File: config.mk
export PLATFORM = sky130hd
export DESIGN_NAME = block_drawer_flat
export DESIGN_NICKNAME = d
export VERILOG_FILES = /design/src/rtl/block_drawer_if.sv /design/src/rtl/block_drawer.sv /design/src/flat_wrapper.sv
export SDC_FILE = /design/constraint.sdc
export NUM_CORES = 1
export LEC_CHECK = 0
export CORE_ASPECT_RATIO = 0.75
export CORE_UTILIZATION = 40
export DETAILED_ROUTE_END_ITERATION = 12
export PLACE_DENSITY = 0.71
export RECOVER_POWER = 50
export SETUP_SLACK_MARGIN = 0.1
export SYNTH_ARGS = -nofsm -noshare
export SYNTH_HDL_FRONTEND = slang
export SYNTH_SLANG_ARGS = --single-unit
File: constraint.sdc
create_clock -name clk -period 3.93 [get_ports clk]
set_clock_uncertainty 0.15 [all_clocks]
set_input_delay 0.5895 -clock clk [delete_from_list [all_inputs] [get_ports clk]]
set_output_delay 0.5895 -clock clk [all_outputs]
set_load 0.03 [all_outputs]
File: src/rtl/block_drawer_if.sv
// block_drawer_if: start/coordinate request from the loader and pixel-write stream to the VGA adapter.
`default_nettype none

interface block_drawer_if;
  logic       start;
  logic [7:0] x_in;
  logic [6:0] y_in;
  logic [2:0] colour_in;
  logic [5:0] w_in;
  logic [7:0] x_out;
  logic [6:0] y_out;
  logic [2:0] colour_out;
  logic       plot;
  logic       busy;
  logic       done;

  modport master (
    output start, x_in, y_in, colour_in, w_in,
    input  x_out, y_out, colour_out, plot, busy, done
  );

  modport slave (
    input  start, x_in, y_in, colour_in, w_in,
    output x_out, y_out, colour_out, plot, busy, done
  );
endinterface

`default_nettype wire

File: src/rtl/block_drawer.sv
// block_drawer: sweeps a bw x BLOCK_H rectangle into one VGA pixel write per cycle.
// Optional off-screen masking of plot is enabled by defining BLOCK_DRAWER_CLIP_EN.
`default_nettype none

module block_drawer #(
  parameter int unsigned BLOCK_H  = 4,
  parameter int unsigned SCREEN_W = 160,
  parameter int unsigned SCREEN_H = 120
) (
  input  logic           clk,
  input  logic           reset,
  block_drawer_if.slave  bus
);

`ifdef BLOCK_DRAWER_CLIP_EN
  localparam bit CLIP_EN = 1'b1;
`else
  localparam bit CLIP_EN = 1'b0;
`endif

  localparam logic [3:0] LAST_ROW = 4'(BLOCK_H - 1);

  typedef enum logic [1:0] {
    IDLE = 2'd0,
    DRAW = 2'd1,
    DONE = 2'd2
  } state_t;

  state_t     state_q;
  logic [7:0] bx_q;
  logic [6:0] by_q;
  logic [2:0] bcol_q;
  logic [5:0] bw_q;
  logic [5:0] cx_q;
  logic [3:0] cy_q;
  logic [7:0] x_out_q;
  logic [6:0] y_out_q;
  logic [2:0] colour_out_q;
  logic       plot_q;
  logic       busy_q;
  logic       done_q;

  logic [7:0] x_d;
  logic [6:0] y_d;
  logic [8:0] col_sum;
  logic [7:0] row_sum;
  logic       offscreen;
  logic       last_col;

  assign x_d       = bx_q + {2'b00, cx_q};
  assign y_d       = by_q + {3'b000, cy_q};
  // Clipping looks at the unwrapped sums so a block straddling the edge is cut, not wrapped.
  assign col_sum   = {1'b0, bx_q} + {3'b000, cx_q};
  assign row_sum   = {1'b0, by_q} + {4'b0000, cy_q};
  assign offscreen = (col_sum >= 9'(SCREEN_W)) || (row_sum >= 8'(SCREEN_H));
  assign last_col  = (cx_q == (bw_q - 6'd1));

  always_ff @(posedge clk or negedge reset) begin
    if (!reset) begin
      state_q      <= IDLE;
      bx_q         <= '0;
      by_q         <= '0;
      bcol_q       <= '0;
      bw_q         <= '0;
      cx_q         <= '0;
      cy_q         <= '0;
      x_out_q      <= '0;
      y_out_q      <= '0;
      colour_out_q <= '0;
      plot_q       <= 1'b0;
      busy_q       <= 1'b0;
      done_q       <= 1'b0;
    end else begin
      plot_q <= 1'b0;
      done_q <= 1'b0;
      case (state_q)
        IDLE: begin
          busy_q <= bus.start;
          if (bus.start) begin
            bx_q    <= bus.x_in;
            by_q    <= bus.y_in;
            bcol_q  <= bus.colour_in;
            bw_q    <= bus.w_in;
            cx_q    <= '0;
            cy_q    <= '0;
            state_q <= (bus.w_in == 6'd0) ? DONE : DRAW;
          end
        end
        DRAW: begin
          x_out_q      <= x_d;
          y_out_q      <= y_d;
          colour_out_q <= bcol_q;
          plot_q       <= !(CLIP_EN && offscreen);
          if (last_col) begin
            cx_q <= '0;
            cy_q <= cy_q + 4'd1;
            if (cy_q == LAST_ROW) begin
              state_q <= DONE;
            end
          end else begin
            cx_q <= cx_q + 6'd1;
          end
        end
        DONE: begin
          // busy stays high through the done cycle and drops one cycle later unless restarted.
          done_q  <= 1'b1;
          state_q <= IDLE;
        end
        default: begin
          state_q <= IDLE;
        end
      endcase
    end
  end

  assign bus.x_out      = x_out_q;
  assign bus.y_out      = y_out_q;
  assign bus.colour_out = colour_out_q;
  assign bus.plot       = plot_q;
  assign bus.busy       = busy_q;
  assign bus.done       = done_q;

endmodule

`default_nettype wire

File: src/flat_wrapper.sv
// flat-port wrapper written by rule: the top's interface ports become plain ports
module block_drawer_flat 
#(
  parameter int unsigned BLOCK_H  = 4,
  parameter int unsigned SCREEN_W = 160,
  parameter int unsigned SCREEN_H = 120
)
  (clk, reset, bus_start, bus_x_in, bus_y_in, bus_colour_in, bus_w_in, bus_x_out, bus_y_out, bus_colour_out, bus_plot, bus_busy, bus_done);
  block_drawer_if bus_i ();
  input  logic clk;
  input  logic reset;
  input wire logic [$bits(bus_i.start)-1:0] bus_start;
  input wire logic [$bits(bus_i.x_in)-1:0] bus_x_in;
  input wire logic [$bits(bus_i.y_in)-1:0] bus_y_in;
  input wire logic [$bits(bus_i.colour_in)-1:0] bus_colour_in;
  input wire logic [$bits(bus_i.w_in)-1:0] bus_w_in;
  output wire logic [$bits(bus_i.x_out)-1:0] bus_x_out;
  output wire logic [$bits(bus_i.y_out)-1:0] bus_y_out;
  output wire logic [$bits(bus_i.colour_out)-1:0] bus_colour_out;
  output wire logic [$bits(bus_i.plot)-1:0] bus_plot;
  output wire logic [$bits(bus_i.busy)-1:0] bus_busy;
  output wire logic [$bits(bus_i.done)-1:0] bus_done;
  assign bus_i.start = bus_start;
  assign bus_i.x_in = bus_x_in;
  assign bus_i.y_in = bus_y_in;
  assign bus_i.colour_in = bus_colour_in;
  assign bus_i.w_in = bus_w_in;
  assign bus_x_out = bus_i.x_out;
  assign bus_y_out = bus_i.y_out;
  assign bus_colour_out = bus_i.colour_out;
  assign bus_plot = bus_i.plot;
  assign bus_busy = bus_i.busy;
  assign bus_done = bus_i.done;
  block_drawer #(.BLOCK_H(BLOCK_H), .SCREEN_W(SCREEN_W), .SCREEN_H(SCREEN_H)) u_core (.clk(clk), .reset(reset), .bus(bus_i));
endmodule
==> results.md <==
* Max Slew Vio Count at 32
* Number of diodes at 0
* Crit path max fanout at 31
* Max-cap violations at 1
* Hold buffer count at cts at 0
* Maximum vdd drop at 407 uV
* CP Capture Type: register
* Area contributors post-synth: dfrtp_1 51%, nand2_1 14%, ha_1 5.8%
* Final #Nets at 403
* Drt via density at 4.89
* Util after Layout at 51.9%
* Clock power share at 16.8%
* Combinational Power Share at 46.1%
* Die H at 74.7 um
* GRT overflow at 0
* Die Area at 7390 um^2
* Final Cycle Share at 75.8%
* WL final at 6120 um
* # DRC at 0
* Die X at 98.9 um
* P_sw at 1.21 mW
* CTS Buf Count at 9
* Layout cells sized above 1 at 4.37%
* Drt first pass iters at 4
* Yosys warns at 0
* Final setup violation count at 0
* Post-DR wirelength/cell at 13.6 um
* Async set-reset flop share out of synthesis at 100%
* Setup TNS at 0 ns
* Critical path launch point type: primary input
* Violated checks: capacitance limit, slew limit
* Initial drt markers at 162
* DP HPWL at 4260 um
* Ys flop type: dfrtp_1
* Final worst setup slack at 0.953 ns
* Final-report hold violation count at 0
* Static Leak at 1.64 nW
* Synth Instances at 312
* Post-CTS setup buffer count at 0
* Post-Syn Area per Cell at 9.04 um^2
* Longest Clk Path Bufs at 2
* Syn nets at 354
* Core area at 6800 um^2
* Slew HR at -11.9%
* Ports at 48
* Unrepaired setup endpoints after global routing: no
* Flops & latches, synth at 57
* Outcome: complete, but fails checks
* Seq pwr share at 37.2%
* Switching part of the total power at 41.6%
* HP Class: reg2reg
* Slew @ Worst Pin at 1.68 ns
* Register area at 1430 um^2
* Worst-path clk slew at 0.06 ns
* Clk Tree Root Cell: clkbuf_8
* CTS sink count at 57
* TritonCTS clock tree: done
* Layout fillers at 628
* Synth top area share at 50.6%
* Antenna violations before repair at 0
* Worst Path Required at 4.01 ns
* CP Data Arrival Time at 3.05 ns
* Pre-CTS setup slack at 1.56 ns
* Port buffer count at 47
* H-tree Lvls at 3
* Internal power at 1.69 mW
* Total GRT Usage at 18.7%
* Sequential area share after synthesis at 50.6%
* Dominant cell by count in the synthesized netlist: nand2_1
* Multi-input gate area at 1290 um^2
* Skew-Pair Late Insertion Delay at 0.33 ns
* Synthesized area at 2820 um^2
* Effective utilization at floorplan at 41.5%
* Gp weighted congestion at 0.880
* Area growth, synth to finish at 25.2%
* CTS resizes at 0
* PD cells at 821 nW/um^2
* Vias at 2202
* Fmax achieved at 336 MHz
* Post-layout min period at 2.98 ns
* Vias in the first global route at 2275
* # rows at 26
* Synth cell count leaders: 107 x nand2_1, 57 x dfrtp_1, 20 x o21ai_0, 13 x ha_1, 12 x inv_1
* Post-synth EDFFs at 0
* Kind of critical path: in2reg
* Distinct cells, synth at 38
* First-pass GRT wire length at 10400 um
* Largest net degree at the start of global routing at 34
* ANT nets after route at 0
* Area leader, netlist: dfrtp_1
==> state kept, by name, summed over array words and instances, names as in the netlist <==
| signal | count |
|---|---|
| u_core.state_q | 2 |
| u_core.bx_q | 8 |
| u_core.bcol_q | 3 |
| u_core.bus.y_out | 7 |
| u_core.bus.done | 1 |
| u_core.bus.colour_out | 3 |
| u_core.bus.plot | 1 |
| u_core.by_q | 7 |
| u_core.bus.busy | 1 |
| u_core.cy_q | 4 |
| u_core.bus.x_out | 8 |
| u_core.cx_q | 6 |
| u_core.bw_q | 6 |
==> metal layers <==
layer | global-route usage (%) | vias up | wire, um
met5 | 0 | - | 0
met4 | 4.48 | 0 | 45
met3 | 6.87 | 8 | 285
met2 | 32.5 | 42 | 2930
met1 | 22.4 | 1033 | 2860
li1 | - | 1119 | -
==> power by group through the flow <==
| stage | logic, mW | registers [mW] | clock network, mW |
|---|---|---|---|
| after floorplan | 0.754 | 1.22 | 0 |
| after global placement | 1.29 | 1.07 | 0 |
| after detailed placement | 1.34 | 1.08 | 0 |
| after CTS | 1.35 | 1.08 | 0.500 |
| after global routing | 1.51 | 1.11 | 0.523 |
| final | 1.33 | 1.08 | 0.486 |
==> final cells by class <==
class	count	share of cell area, %
clock buffers	14	4.61
clock inverters	2	0.354
inverters	12	1.28
multi-input cells	231	36.7
flip-flops and latches	57	40.4
well taps	84	2.98
repair buffers	50	13.7
==> cell families after synthesis <==
logic type	Yosys count	share of synthesized area, %
compound gates	51	11.0
buf+inv	24	3.46
xor+xnor	17	5.28
simple gates	146	21.7
flops	57	50.6
mux	2	0.755
fa+ha+maj	15	7.19
==> worst max-delay path, cell delays in order <==
cell	delay, ns
dlygate4sd3_1	0.54
and2_1	0.12
clkbuf_1	0.99
nor2_1	0.32
a32o_1	0.31
a31o_1	0.18
==> path summary, 6_finish.rpt <==
| check | from | to | slack, ns | depth (start not counted) |
|---|---|---|---|---|
| setup / recovery | bus_start | u_core.cy_q[2] | 0.95 | 6 |
| hold / removal | u_core.state_q[0] | u_core.bus.done | 0.32 | 1 |
| setup reg to reg | u_core.state_q[1] | u_core.cy_q[2] | 1.19 | 6 |
| hold reg to reg | u_core.state_q[0] | u_core.bus.done | 0.32 | 1 |
| max in group asynchronous | reset | u_core.cx_q[4] | 1.94 | 2 |
| min in group asynchronous | reset | u_core.bx_q[0] | 0.53 | 1 |
==> per-stage QoR <==
step	cells	area [um^2]	hold slack (ns)	power, mW
after detailed placement	434	3360	0.312	2.42
after floorplan	312	2820	0.144	1.97
final	450	3530	0.318	2.90
after CTS	450	3530	0.167	2.92
after global routing	450	3530	0.334	3.15
after global placement	434	3360	0.307	2.36
==> layout by cell type (no fill, tap or decap), types with 2 or more instances in the layout <==
master,n
a21o_1,4
a21oi_1,7
a31o_1,2
and2_1,2
buf_4,2
clkbuf_1,5
clkbuf_8,11
clkdlybuf4s50_1,45
dfrtp_1,57
fa_1,2
ha_1,13
inv_1,12
nand2_1,107
nand2b_1,4
nand3_1,6
nor2_1,10
nor2b_1,7
nor3_1,3
o21a_1,2
o21ai_0,20
o21ai_1,5
o31ai_1,3
or3_1,2
xnor2_1,7
xor2_1,10
(Power assumes the default switching activity.)
